### config.mk
export PLATFORM = sky130hd
export DESIGN_NAME = booth_mult_seq
export DESIGN_NICKNAME = d
export VERILOG_FILES = /design/src/rtl/booth_pkg.sv /design/src/rtl/booth_pp_gen.sv /design/src/rtl/booth_mult_seq.sv
export SDC_FILE = /design/constraint.sdc
export NUM_CORES = 1
export LEC_CHECK = 0
export BUFFER_PORTS_ARGS = -buffer_cell sky130_fd_sc_hd__buf_2
export CAP_MARGIN = 20
export CORE_AREA = 2 2 88 90
export CTS_CLUSTER_SIZE = 40
export DETAILED_ROUTE_END_ITERATION = 7
export DIE_AREA = 0 0 90 92
export GPL_TIMING_DRIVEN = 0
export SYNTH_ARGS = -nofsm -noshare
export SYNTH_HDL_FRONTEND = slang
export SYNTH_SLANG_ARGS = --single-unit
### constraint.sdc
create_clock -name clk -period 4.51 [get_ports clk]
set_clock_uncertainty 0.05 [all_clocks]
set_input_delay 0.6765 -clock clk [delete_from_list [all_inputs] [get_ports clk]]
set_output_delay 0.6765 -clock clk [all_outputs]
set_load 0.1 [all_outputs]
### src/rtl/booth_pkg.sv
// Shared definitions for the radix-4 Booth multiplier: action codes, FSM states,
// the Booth group encoder and the iteration-count helper.
package booth_pkg;

  localparam logic [2:0] ACT_ZERO = 3'd0;
  localparam logic [2:0] ACT_PM   = 3'd1;
  localparam logic [2:0] ACT_P2M  = 3'd2;
  localparam logic [2:0] ACT_NM   = 3'd3;
  localparam logic [2:0] ACT_N2M  = 3'd4;

  typedef enum logic [1:0] {
    IDLE,
    RUN,
    DONE
  } state_t;

  function automatic int iter_count(input int width);
    return width / 2;
  endfunction

  // Group bits are {b[2i+1], b[2i], b[2i-1]}
  function automatic logic [2:0] booth_encode(input logic [2:0] grp);
    logic [2:0] act;
    case (grp)
      3'b001, 3'b010: act = ACT_PM;
      3'b011:         act = ACT_P2M;
      3'b100:         act = ACT_N2M;
      3'b101, 3'b110: act = ACT_NM;
      default:        act = ACT_ZERO;
    endcase
    return act;
  endfunction

endpackage

### src/rtl/booth_pp_gen.sv
// Maps a Booth action code and multiplicand to a WIDTH+2 bit partial product.
// The extra two bits let -2M be represented even for the most negative M.
module booth_pp_gen
  import booth_pkg::*;
#(
  parameter int WIDTH = 8
) (
  input  logic [2:0]       act,
  input  logic [WIDTH-1:0] m,
  output logic [WIDTH+1:0] pp
);

  logic [WIDTH+1:0] m_ext;

  assign m_ext = {{2{m[WIDTH-1]}}, m};

  always_comb begin
    pp = '0;
    case (act)
      ACT_PM:  pp = m_ext;
      ACT_P2M: pp = m_ext << 1;
      ACT_NM:  pp = -m_ext;
      ACT_N2M: pp = -(m_ext << 1);
      default: pp = '0;
    endcase
  end

endmodule

### src/rtl/booth_mult_seq.sv
// Iterative radix-4 Booth multiplier, one Booth group per clock, valid/ready on both sides.
// Optional BOOTH_EARLY_TERM_EN: finish as soon as the remaining multiplier bits are all equal.
module booth_mult_seq
  import booth_pkg::*;
#(
  parameter int WIDTH = 8
) (
  input  logic                 clk,
  input  logic                 rst_n,
  input  logic                 in_valid,
  output logic                 in_ready,
  input  logic [WIDTH-1:0]     multiplicand,
  input  logic [WIDTH-1:0]     multiplier,
  output logic                 out_valid,
  input  logic                 out_ready,
  output logic [2*WIDTH-1:0]   product,
  output logic                 busy
);

  localparam int ITER = iter_count(WIDTH);
  localparam int CW   = (ITER > 1) ? $clog2(ITER) : 1;

  state_t             state, state_nxt;
  logic [CW-1:0]      cnt;
  logic [WIDTH-1:0]   m_reg;
  logic [WIDTH:0]     b_reg;
  logic [2*WIDTH-1:0] acc;
  logic [2:0]         grp;
  logic [2:0]         act;
  logic [WIDTH+1:0]   pp;
  logic [2*WIDTH-1:0] pp_ext;
  logic [2*WIDTH-1:0] pp_shift;
  logic               last_grp;

  // b_reg holds the multiplier above a zero guard bit, so group cnt sits at bit 2*cnt
  assign grp      = b_reg[{cnt, 1'b0} +: 3];
  assign act      = booth_encode(grp);
  assign pp_ext   = {{(WIDTH-2){pp[WIDTH+1]}}, pp};
  assign pp_shift = pp_ext << {cnt, 1'b0};

  booth_pp_gen #(
    .WIDTH (WIDTH)
  ) u_pp_gen (
    .act (act),
    .m   (m_reg),
    .pp  (pp)
  );

`ifdef BOOTH_EARLY_TERM_EN
  logic [WIDTH-1:0] b_rem;

  // Arithmetic shift leaves only b[WIDTH-1:2cnt+1] plus sign copies
  assign b_rem    = $signed(b_reg[WIDTH:1]) >>> {cnt, 1'b1};
  assign last_grp = (cnt == CW'(ITER - 1)) || (b_rem == '0) || (b_rem == '1);
`else
  assign last_grp = (cnt == CW'(ITER - 1));
`endif

  always_ff @(posedge clk or negedge rst_n) begin
    if (!rst_n) begin
      state <= IDLE;
    end else begin
      state <= state_nxt;
    end
  end

  always_comb begin
    state_nxt = state;
    in_ready  = 1'b0;
    out_valid = 1'b0;
    busy      = 1'b0;
    case (state)
      IDLE: begin
        in_ready = 1'b1;
        if (in_valid) state_nxt = RUN;
      end
      RUN: begin
        busy = 1'b1;
        if (last_grp) state_nxt = DONE;
      end
      DONE: begin
        busy      = 1'b1;
        out_valid = 1'b1;
        if (out_ready) state_nxt = IDLE;
      end
      default: state_nxt = IDLE;
    endcase
  end

  always_ff @(posedge clk or negedge rst_n) begin
    if (!rst_n) begin
      m_reg <= '0;
      b_reg <= '0;
      acc   <= '0;
      cnt   <= '0;
    end else begin
      case (state)
        IDLE: begin
          if (in_valid) begin
            m_reg <= multiplicand;
            b_reg <= {multiplier, 1'b0};
            acc   <= '0;
            cnt   <= '0;
          end
        end
        RUN: begin
          acc <= acc + pp_shift;
          cnt <= cnt + 1'b1;
        end
        default: ;
      endcase
    end
  end

  assign product = acc;

endmodule
* Word-level counts from Yosys, hierarchy flattened
Index checks and enable logic that the tools add are counted.
** Word-level totals
- Register bits after elaboration :: 36
- Input bits :: 20
- Output and inout bits :: 19
- Word-level logic and storage cells :: 48
** Operators by class
- Add/subtract/negate cells :: 4
- Equal/unequal tests :: 16
- Multiplexer cells :: 13
- Reductions and logical operators :: 8
- Shifts and indexed selects :: 2
** Operators by type and width (number)
- 10-bit case mux with 4 select lines :: 1
- 16-bit case mux with 2 select lines :: 1
- 10-bit negator :: 2
- 16-bit adder :: 1
- 16-bit 2-to-1 mux :: 1
- 16-bit by 3-bit << shifter with 16-bit output :: 1
- 3-bit by 2-bit equality test with 1-bit output (second input constant) :: 4
- 3-bit equality test (second input constant) :: 4
- 3-bit case mux with 4 select lines :: 1
- 9-bit by 4-bit indexed part select with 3-bit output :: 1
- 2-bit 2-to-1 mux :: 4
- 3-bit by 1-bit equality test with 1-bit output (second input constant) :: 2
- 2-bit inequality test (second input constant) :: 3
- 2-bit case mux with 3 select lines :: 1
- 2-bit OR reduction :: 3
- 2-bit equality test (second input constant) :: 2
- 2-bit case mux with 2 select lines :: 1
- 2-bit AND reduction :: 2
- 1-bit 2-to-1 mux :: 3
- 3-bit AND reduction :: 1
- 2-bit by 1-bit adder with 2-bit output (second input constant) :: 1
- 2-bit by 1-bit equality test with 1-bit output (second input constant) :: 1
- 2-bit logical NOT :: 1
- 2-bit nonzero test :: 1

* Longest topological paths before layout
Gate-level depths: netlist of the first run.
- Word-level depth :: 9
- Gate-level depth with buffers :: 19
- Mapped depth without buffers :: 19

* Hierarchy
A second synthesis of the first run with hierarchy kept.
** Unflattened totals
- Cell total of the unflattened synthesis :: 343
- Area, all modules :: 3108.0 µm²
** By module, submodules not included
- booth_mult_seq :: instances 1, area an instance 2635.0 µm², cells an instance 274, sequential area each 900.9 µm²
- booth_pp_gen :: instances 1, area an instance 473.0 µm², cells an instance 69, sequential area each 0.0 µm²

* Least setup slack after synthesis of the first run
No wires, ideal clock.
- Path type :: register to register
- Start :: register cnt[0]
- End :: register acc[12], in the netlist product[12]
- Setup slack :: 755 ps
- Arrival :: 3572 ps
- Library setup time :: 133 ps
- Path buffers :: 1
- Required time :: 4327 ps
- Period minus slack after synthesis :: 3755 ps
- Cell stages (with the launch flop) :: 19
- Cells stage by stage :: dfrtp_1 > buf_2 > mux4_2 > nand2_1 > xor2_1 > o32ai_1 > o21ai_0 > o21ai_0 > a21oi_1 > o22ai_1 > ha_1 > a21oi_1 > nand2_1 > a31oi_1 > o21ai_0 > a221o_1 > a21oi_1 > xor2_1 > o21ai_0
** On the way
- Word-level cells in the longest chain between the ends :: 9
- Elaborated cells on any way between the ends :: 18
- Classes of those cells :: add/sub (1); eq/ne (10); shift (2); mux (3); reduce/logical (2)
** Ends and longest elaborated chain
- start, declared :: RTL line booth_mult_seq.sv:24 : logic [CW-1:0] cnt;
- start signal, assigned :: RTL line booth_mult_seq.sv:108 : cnt <= cnt + 1'b1;
- 9-bit by 4-bit indexed part select with 3-bit output :: RTL line booth_mult_seq.sv:36 : assign grp = b_reg[{cnt, 1'b0} +: 3];
- 3-bit equality test, or another cell as far along :: RTL line booth_pkg.sv:24 : case (grp)
- 2-bit OR reduction :: RTL line booth_pkg.sv:24
- 3-bit case mux with 4 select lines :: RTL line booth_pkg.sv:24
- 3-bit equality test, or another cell as far along :: RTL line booth_pp_gen.sv:19 : case (act)
- 10-bit case mux with 4 select lines :: RTL line booth_pp_gen.sv:19
- 16-bit by 3-bit << shifter with 16-bit output * :: RTL line booth_mult_seq.sv:39 : assign pp_shift = pp_ext << {cnt, 1'b0};
- 16-bit adder * :: RTL line booth_mult_seq.sv:107 : acc <= acc + pp_shift;
- 16-bit case mux with 2 select lines * :: RTL line booth_mult_seq.sv:97 : case (state)
- end signal, assigned :: RTL line booth_mult_seq.sv:107
- end, declared :: RTL line booth_mult_seq.sv:27 : logic [2*WIDTH-1:0] acc;
Every way passes the cells marked *; elsewhere a longest branch is shown, timed or not.
A chain may end at the register's enable or synchronous reset.

* Final worst setup path of the first run
Ends and elaborated chain as after synthesis.

==> results of run 1 <==
-- synth_stat cells, types with 2 or more instances --
master	n
a221oi_1	2
nor3_1	6
nand4b_1	2
a221o_1	3
nor2b_1	4
clkbuf_1	5
and3_1	3
nand2b_1	2
mux2i_1	17
o21ai_0	33
xor2_1	10
buf_1	2
a31oi_1	5
a21oi_1	18
o21ai_1	2
a22o_1	4
nand3_1	3
mux2_2	18
dfrtp_1	36
o21a_1	4
o22ai_1	4
nor2_1	11
a21o_1	6
and2_1	2
buf_2	6
nand2_1	44
ha_1	22
xnor2_1	11
inv_1	11
-- cells in the final DEF (no fill, tap or decap), drive strengths merged, types with 5 or more instances in the layout --
cell and n:
nor3 6, clkbuf 11, xor2 10, o21ai 36, o21a 5, mux2i 17, a21o 6, inv 11
nor2 11, ha 22, nand2 45, dfrtp 36, mux2 18, a31oi 5, a21oi 18, buf 47
xnor2 11
-- what timing repair did --
item | CTS | global route
setup endpoints to repair | 0 | 5
hold buffers | 0 | 0
buffers inserted | 0 | 2
gates resized for setup | 0 | 11
-- stage by stage --
step / cells / hold slack [ns]
6_report: 470 / 0.414
3_3_place_gp: 460 / 0.445
5_1_grt: 470 / 0.486
2_1_floorplan: 320 / 0.331
4_1_cts: 468 / 0.456
3_5_place_dp: 460 / 0.448
-- cell type report --
class / count / area share, %
timing repair buffer: 40 / 6.10
buffer: 13 / 1.75
multi-input combinational: 259 / 56.9
clock inverter: 3 / 1.27
tap: 102 / 3.80
sequential: 36 / 26.8
inverter: 12 / 1.34
clock buffer: 5 / 2.05
-- routing by layer --
metal	vias to the layer above	GRT usage (%)
met2	40	26.4
met1	1171	22.4
met4	0	5.77
met3	11	3.20
li1	1262	-
met5	-	0
-- path summary, 6_finish.rpt --
path	cells after the start	end
setup / recovery	19	product[12]
hold / removal	1	product[3]
setup reg to reg	19	product[12]
hold reg to reg	1	b_reg[8]
max in group asynchronous	1	m_reg[3]
min in group clk	1	b_reg[8]
-- logic make-up after synthesis --
| kind of cell | Yosys count | share of synthesized area (%) |
|---|---|---|
| AOI/OAI and AO/OA | 93 | 20.5 |
| buffers and inverters | 25 | 3.52 |
| and+or+nand+nor | 86 | 14.3 |
| DFF | 36 | 31.3 |
| xor gates and xnor gates | 21 | 6.39 |
| muxes | 36 | 13.7 |
| adders and majority gates | 23 | 10.3 |
-- worst reg2reg max path: stages (launching register included) --
cell and delay, ns:
dfrtp_1 0.35, clkbuf_4 0.21, mux4_2 0.60, buf_4 0.17, o21ai_1 0.08, xnor2_1 0.11
a221o_1 0.31, nand2_1 0.12, nor2_1 0.06, a21oi_1 0.20, o22ai_1 0.13, ha_1 0.33
a21oi_1 0.15, nand2_1 0.06, a31oi_1 0.23, o21ai_1 0.18, a221o_1 0.32, a21oi_1 0.17
xor2_1 0.15, o21ai_0 0.08
==> impl_summary.txt, run 1 <==
----------------------------------------------------
[Run status]
  Outcome ... finished, final reports clean

[Worst setup path]
  Start-to-end type of the worst setup path ... reg2reg
  Crit. Startpoint ... cnt[0]
  Maximum fanout encountered on the critical timing path ... 8
  Number of buffers and inverters on the critical path ... 2
  Crit-path leading delay family ... compound AO/OA/AOI/OAI gates
  Critical path data required time ... 4.63 ns
  Reg-to-Reg Start ... cnt[0]
  Critical path, cell by cell ... clkbuf_4 -> mux4_2 -> buf_4 -> o21ai_1 -> xnor2_1 -> a221o_1 -> nand2_1 -> nor2_1 -> a21oi_1 -> o22ai_1 -> ha_1 -> a21oi_1 -> nand2_1 -> a31oi_1 -> o21ai_1 -> a221o_1 -> a21oi_1 -> xor2_1 -> o21ai_0
  CP startpoint kind ... flop
  R2r setup slk ... 0.33 ns
  Largest stage delay on the critical path ... 0.60 ns
  Cell repeated most along the worst path ... a21oi_1
  Critical path capture point type ... flop
  CP max stage cell ... mux4_2
  Data arrival at the endpoint of the critical path ... 4.30 ns

[Floorplanning]
  Vert. Die Dim ... 92 um
  IO Pins ... 39
  Placement row count ... 32
  Initial Utilization ... 38.7%
  Die Wd ... 90 um
  Total Die Area ... 0.00828 mm2
  Placeable core region ... 0.00745 mm2

[Place]
  # port buffers ... 38
  Post-DP HPWL ... 4.99 mm
  Placed cell area ... 0.00320 mm2
  Placer congestion estimate ... 0.900
  Setup slack after placement ... 0.0548 ns

[STA]
  Pins over their slew limit ... 0
  Setup violations, final ... 0
  Transition at the pin with the smallest max-transition slack ... 0.797 ns
  Fmax ... 0.239 GHz
  Number of failing hold endpoints at the final stage ... 0
  Post-layout minimum cycle time ... 4.18 ns
  Worst Slack Setup Final ... 0.333 ns
  Slew margin rel. ... 45.3%
  Final Cycle Share ... 92.6%
  Post-Route Setup TNS ... 0 ns

[Hold path]
  Hold Path Class ... in2async

[Synthesis]
  Most used DFF post-synth ... dfrtp_1
  Most area-hungry cell type in the Yosys netlist ... dfrtp_1
  Gate count after technology mapping ... 320
  Cell types occupying the most area after synthesis ... dfrtp_1 31%, ha_1 9.6%, mux2_2 7.0%, mux2i_1 5.9%, nand2_1 5.7%
  Portion of synthesized cell area occupied by the leading cell type ... 31.3%
  Number of warnings printed during yosys synthesis ... 0
  Post-synthesis register bit count ... 36
  Syn_nets ... 363
  Cell area after technology mapping ... 0.00288 mm2
  Sequential-to-total area share from yosys stat ... 31.3%
  Distinct cell type count of the synthesized netlist ... 53
  Number of flops mapped to enable cells by yosys ... 0
  Share of flip-flops with an asynchronous set or reset ... 100%
  Mean area per synthesized cell ... 9.00 um2

[Global routing]
  Overall overflow remaining after global route ... 0
  Number of global-route vias before repair ... 2,383
  Antenna violations before repair ... 0
  Wire length of the first global-routing pass ... 11.3 mm
  Largest net degree at the start of global routing ... 37
  Total global-route track usage ... 16.5%

[Final layout]
  Post-layout nets ... 410
  Area of all placed cells without fillers ... 0.00336 mm2
  Fin util ... 45.1%
  Layout overhead on the synthesized area ... 16.8%
  Fill cells ... 763
  Ratio of cells with drive above 1 in the final layout ... 23.6%
  Multi-input gate area ... 0.00191 mm2
  Ant. Diodes ... 0
  Sequential cell area ... 901 um2
  Number of flip-flops in the largest register ... 16

[Routing]
  Routed length on met3 ... 199 um
  DR vias ... 2,484
  Wire length after detailed routing ... 6.65 mm
  Met2 layer wire length in the routed design ... 3.12 mm
  Wire length per cell ... 14.1 um
  Top Metal Used ... met4
  1st-pass router iterations ... 4
  Antenna Violating Nets Remaining ... 0
  DRC violations left ... 0
  First DRT Iteration DRCs ... 107
  Met1 WL ... 3.22 mm
  Per-cell via count in the routed design ... 5.29

[Clock network]
  CTS buffer count ... 5
  Register clock-pin slew on the reported worst setup and hold paths ... 0.08 ns
  Library cell used as clock root buffer ... clkbuf_8
  Number of buffers on the longest clock path ... 2
  Number of sinks driven by the clock tree ... 36
  CTS H-Tree Depth ... 2
  CTS tree ... done
  Clock latency on the worst-skew pair ... 0.29 ns

[Flow run]
  Max_cap viols ... 0

----------------------------------------------------
Power of run 1 is not shown: default switching activity piles up to over one toggle a cycle in this logic, so the estimate is an artifact.
==> inputs of run 2 (changes only) <==
Settings changed: CORE_AREA 2 2 88 90 to 2 2 74 76, DIE_AREA 0 0 90 92 to 0 0 76 78, PLACE_DENSITY set to 0.78.
==> impl_summary.txt, run 2 (synthesis gave the netlist of run 1 again) <==
----------------------------------------------------
[Worst setup path]
  CP startpoint kind ... flop (unchanged)
  R2r setup slk ... 0.18 ns (was 0.33 ns)
  Critical path endpoint ... product[12] (unchanged)
  Largest stage delay on the critical path ... 0.58 ns (was 0.60 ns)
  Start-to-end type of the worst setup path ... reg2reg (unchanged)
  Critical path capture point type ... flop (unchanged)
  CP max stage cell ... mux4_2 (unchanged)
  Data arrival at the endpoint of the critical path ... 4.44 ns (was 4.30 ns)
  Maximum fanout encountered on the critical timing path ... 8 (unchanged)
  Cell repeated most along the worst path ... a21oi_1 (unchanged)
  Worst reg2reg endpoint ... product[12] (unchanged)
  Critical path data required time ... 4.62 ns (was 4.63 ns)
  Worst R2R Path Depth ... 19 (unchanged)
  Crit. Startpoint ... cnt[0] (unchanged)
  Reg-to-Reg Start ... cnt[0] (unchanged)
  Crit-path leading delay family ... compound AO/OA/AOI/OAI gates (unchanged)
  Number of buffers and inverters on the critical path ... 2 (unchanged)
  Logic depth of the worst setup path including buffers ... 19 (unchanged)
  Critical path, cell by cell ... clkbuf_4 -> mux4_2 -> buf_4 -> o21ai_1 -> xnor2_1 -> a221o_1 -> nand2_1 -> nor2_1 -> a21oi_1 -> o22ai_1 -> ha_1 -> a21oi_1 -> nand2_1 -> a31oi_1 -> o21ai_1 -> a221o_1 -> a21oi_1 -> xor2_1 -> o21ai_0 (unchanged)

[Clock network]
  CTS H-Tree Depth ... 2 (unchanged)
  Number of buffers on the longest clock path ... 2 (unchanged)
  CTS buffer count ... 5 (unchanged)
  Register clock-pin slew on the reported worst setup and hold paths ... 0.09 ns (was 0.08 ns)
  Number of sinks driven by the clock tree ... 36 (unchanged)
  Clock latency on the worst-skew pair ... 0.30 ns (was 0.29 ns)
  CTS tree ... done (unchanged)
  Library cell used as clock root buffer ... clkbuf_8 (unchanged)

[Place]
  Placer congestion estimate ... 0.946 (was 0.900)
  Post-DP HPWL ... 4.82 mm (was 4.99 mm)
  # port buffers ... 38 (unchanged)

[STA]
  Transition at the pin with the smallest max-transition slack ... 0.792 ns (was 0.797 ns)
  Number of failing hold endpoints at the final stage ... 0 (unchanged)
  Post-Route Setup TNS ... 0 ns (unchanged)
  Post-layout minimum cycle time ... 4.33 ns (was 4.18 ns)
  Setup violations, final ... 0 (unchanged)
  Final Cycle Share ... 95.9% (was 92.6%)
  Slew margin rel. ... 45.7% (was 45.3%)
  Fmax ... 0.231 GHz (was 0.239 GHz)
  Pins over their slew limit ... 0 (unchanged)

[Flow run]
  Max_cap viols ... 0 (unchanged)

[Final layout]
  Post-layout nets ... 411 (was 410)
  Commonest cells after routing, fill and taps aside ... 44 x nand2_1, 43 x buf_2, 36 x dfrtp_1 (unchanged)
  Ant. Diodes ... 0 (unchanged)
  Ratio of cells with drive above 1 in the final layout ... 24.1% (was 23.6%)
  Multi-input gate area ... 0.00192 mm2 (was 0.00191 mm2)
  Layout overhead on the synthesized area ... 15.7% (was 16.8%)
  Number of flip-flops in the largest register ... 16 (unchanged)
  Commonest non-fill, non-tap cell in the layout ... nand2_1 (unchanged)
  Fill cells ... 403 (was 763)
  Sequential cell area ... 901 um2 (unchanged)

[Routing]
  Wire length after detailed routing ... 6.44 mm (was 6.65 mm)
  Per-cell via count in the routed design ... 5.85 (was 5.29)
  DRC violations left ... 0 (unchanged)
  Antenna Violating Nets Remaining ... 0 (unchanged)
  DR vias ... 2,566 (was 2,484)
  Wire length per cell ... 14.7 um (was 14.1 um)
  First DRT Iteration DRCs ... 112 (was 107)
  1st-pass router iterations ... 5 (was 4)

[Global routing]
  Number of global-route vias before repair ... 2,446 (was 2,383)
  Largest net degree at the start of global routing ... 37 (unchanged)
  Wire length of the first global-routing pass ... 10.9 mm (was 11.3 mm)
  Antenna violations before repair ... 0 (unchanged)
  Overall overflow remaining after global route ... 0 (unchanged)
  Total global-route track usage ... 22.1% (was 16.5%)

[Hold path]
  Hold Path Class ... in2async (unchanged)

[Floorplanning]
  Die Wd ... 76 um (was 90 um)
  Placeable core region ... 0.00504 mm2 (was 0.00745 mm2)
  Total Die Area ... 0.00593 mm2 (was 0.00828 mm2)
  IO Pins ... 39 (unchanged)
  Vert. Die Dim ... 78 um (was 92 um)
  Initial Utilization ... 57.1% (was 38.7%)
  Placement row count ... 26 (was 32)

[Run status]
  Outcome ... finished, final reports clean (unchanged)

----------------------------------------------------
==> run 2: worst min-delay path by stage <==
stage	from	endpoint	slack, ns	depth (start not counted)
6_report	rst_n	product[13]	0.41	1
5_1_grt	b_reg[7]	b_reg[7]	0.49	1
4_1_cts	rst_n	product[10]	0.46	1
3_5_place_dp	b_reg[3]	b_reg[3]	0.45	1
3_3_place_gp	b_reg[3]	b_reg[3]	0.44	1
2_1_floorplan	rst_n	b_reg[1]	0.33	0
==> run 2: layout make-up <==
type,instances,area share [%]
clock buffer,5,2.07
timing repair buffer,41,6.38
inverter,12,1.35
sequential,36,27.0
tap,70,2.63
clock inverter,3,1.28
multi-input combinational,259,57.5
buffer,13,1.76
==> run 2: what timing repair did <==
action	4_1_cts	5_1_grt
endpoints found under the setup margin	0	4
resized for setup	0	12
hold buffers	0	0
setup buffers	0	3
hold endpoints to repair	0	0
==> run 2: layer usage <==
metal | track usage, % | share of wire [%]
met2 | 37.4 | 49
met5 | 0 | 0
met4 | 7.45 | 1.8
met1 | 29.2 | 44
met3 | 3.26 | 5.6
==> run 2: metrics by stage <==
stage	util, %	setup slack [ns]	cell area (um2)	instances	hold slack [ns]
2_1_floorplan	-	0.755	2880	320	0.331
3_3_place_gp	62.6	0.182	3160	428	0.438
3_5_place_dp	62.6	0.112	3160	428	0.447
4_1_cts	64.8	0.0414	3270	436	0.461
5_1_grt	66.1	-0.0256	3330	439	0.493
6_report	66.1	0.183	3330	439	0.415
Power of run 2 is left out for the same reason.
==> inputs of run 3 (changes only) <==
Settings changed: CORE_AREA 2 2 74 76 to 2 2 67 84, DIE_AREA 0 0 76 78 to 0 0 69 86, RECOVER_POWER set to 100.
==> impl_summary.txt, run 3 (synthesis gave the netlist of run 1 again) <==
----------------------------------------------------
[STA]
  RSZ-0062 raised after global routing ... no
  Fmax ... 0.237 GHz (was 0.231 GHz)
  Pins over their slew limit ... 37 (was 0)
  Final Cycle Share ... 93.6% (was 95.9%)
  Setup violations, final ... 0 (unchanged)
  Slew margin rel. ... -31.3% (was 45.7%)
  Post-Route Setup TNS ... 0 ns (unchanged)
  Number of failing hold endpoints at the final stage ... 0 (unchanged)
  Transition at the pin with the smallest max-transition slack ... 1.97 ns (was 0.792 ns)
  Post-layout minimum cycle time ... 4.22 ns (was 4.33 ns)

[Clock network]
  Library cell used as clock root buffer ... clkbuf_8 (unchanged)
  CTS tree ... done (unchanged)
  Number of buffers on the longest clock path ... 2 (unchanged)
  CTS buffer count ... 5 (unchanged)
  Number of sinks driven by the clock tree ... 36 (unchanged)
  CTS H-Tree Depth ... 2 (unchanged)
  Register clock-pin slew on the reported worst setup and hold paths ... 0.08 ns (was 0.09 ns)
  Clock latency on the worst-skew pair ... 0.30 ns (about the same)

[Run status]
  Failing checks ... max-capacitance violations, max-slew violations
  Outcome ... finished, violations left (was finished, final reports clean)

[Floorplanning]
  IO Pins ... 39 (unchanged)
  Die Wd ... 69 um (was 76 um)
  Placement row count ... 29 (was 26)
  Placeable core region ... 0.00508 mm2 (was 0.00504 mm2)
  Vert. Die Dim ... 86 um (was 78 um)
  Total Die Area ... 0.00593 mm2 (about the same)
  Initial Utilization ... 56.7% (was 57.1%)

[Global routing]
  GR Layer Usage met1 ... 28.0% (was 29.2%)
  Overall overflow remaining after global route ... 0 (unchanged)
  Largest net degree at the start of global routing ... 37 (unchanged)
  Total global-route track usage ... 22.8% (was 22.1%)
  Wire length of the first global-routing pass ... 11.0 mm (was 10.9 mm)
  Met3 track utilization from global routing ... 3.06% (was 3.26%)
  Antenna violations before repair ... 0 (unchanged)
  Number of global-route vias before repair ... 2,424 (was 2,446)
  Peak-usage layer in the global routing report ... met2 (unchanged)
  Met2 track demand over resource in global routing ... 40.5% (was 37.4%)

[Final layout]
  Number of flip-flops in the largest register ... 16 (unchanged)
  Ant. Diodes ... 0 (unchanged)
  Post-layout nets ... 409 (was 411)
  Layout overhead on the synthesized area ... 13.7% (was 15.7%)
  Ratio of cells with drive above 1 in the final layout ... 17.4% (was 24.1%)
  Commonest non-fill, non-tap cell in the layout ... nand2_1 (unchanged)
  Commonest cells after routing, fill and taps aside ... 44 x nand2_1, 36 x dfrtp_1, 30 x o21ai_0 (was 44 x nand2_1, 43 x buf_2, 36 x dfrtp_1)

[Routing]
  DRC violations left ... 0 (unchanged)
  1st-pass router iterations ... 4 (was 5)
  Wire length after detailed routing ... 6.54 mm (was 6.44 mm)
  First DRT Iteration DRCs ... 137 (was 112)
  Per-cell via count in the routed design ... 6.03 (was 5.85)
  Antenna Violating Nets Remaining ... 0 (unchanged)
  Wire length per cell ... 15.2 um (was 14.7 um)
  DR vias ... 2,586 (was 2,566)

[Place]
  Post-DP HPWL ... 4.91 mm (was 4.82 mm)
  Placer congestion estimate ... 0.943 (was 0.946)
  # port buffers ... 38 (unchanged)

[Flow run]
  Max_cap viols ... 1 (was 0)

[Worst setup path]
  Start-to-end type of the worst setup path ... reg2reg (unchanged)
  CP startpoint kind ... flop (unchanged)
  Maximum fanout encountered on the critical timing path ... 8 (unchanged)
  Data arrival at the endpoint of the critical path ... 4.32 ns (was 4.44 ns)
  Critical path capture point type ... flop (unchanged)
  Critical path data required time ... 4.61 ns (was 4.62 ns)

[Hold path]
  Hold Path Class ... reg2reg (was in2async)

----------------------------------------------------
run 3: layout make-up:
class | instances | area (um2)
multi-input cells | 259 | 1910
fillers | 448 | 1810
flip-flops and latches | 36 | 901
repair buffers | 39 | 173
well taps | 62 | 77.6
clock buffers | 5 | 68.8
plain buffers | 13 | 61.3
inverters | 12 | 45.0
clock inverters | 3 | 42.5
run 3: stage by stage:
stage,cells,worst slack (ns),util [%],hold slack (ns),cell area (um2)
finish,429,0.289,64.5,0.472,3270
global route,429,0.00454,64.5,0.477,3270
CTS,428,0.113,64.1,0.463,3260
detailed placement,420,0.173,61.9,0.454,3150
global placement,420,0.219,61.9,0.439,3150
floorplan,320,0.755,-,0.331,2880
run 3: final timing paths:
check / startpoint / endpoint / slack, ns / cells past startpoint
max reg2reg: cnt[0] / product[12] / 0.29 / 18
min: b_reg[5] / b_reg[5] / 0.47 / 1
min reg2reg: b_reg[5] / b_reg[5] / 0.47 / 1
max in group asynchronous: rst_n / m_reg[2] / 2.40 / 1
max: cnt[0] / product[12] / 0.29 / 18
min in group asynchronous: rst_n / product[13] / 0.87 / 1
run 3: metal layers:
| layer | part of all wire (%) | routed length, um |
|---|---|---|
| met3 | 4.4 | 288 |
| met1 | 42 | 2730 |
| met2 | 51 | 3370 |
| met5 | 0 | 0 |
| met4 | 2.3 | 149 |
run 3: worst max-delay path, stage by stage, from the launching register on:
cell and delay [ns]:
dfrtp_1 0.35, clkbuf_4 0.20, mux4_2 0.60, buf_4 0.18, nor2_1 0.25, a221o_1 0.23
nand2_1 0.10, nor2_1 0.10, a21oi_1 0.07, o22ai_1 0.25, ha_1 0.30, a21oi_1 0.14
nand2_1 0.06, a31oi_1 0.23, o21ai_1 0.19, a221o_1 0.32, a21oi_1 0.18, xor2_1 0.16
o21ai_0 0.11
run 3: timing repair:
action / in CTS / in global routing
setup buffers: 0 / 1
gates resized for setup: 0 / 11
hold buffers: 0 / 0
endpoints found under the setup margin: 0 / 5
Power of run 3 is left out for the same reason.
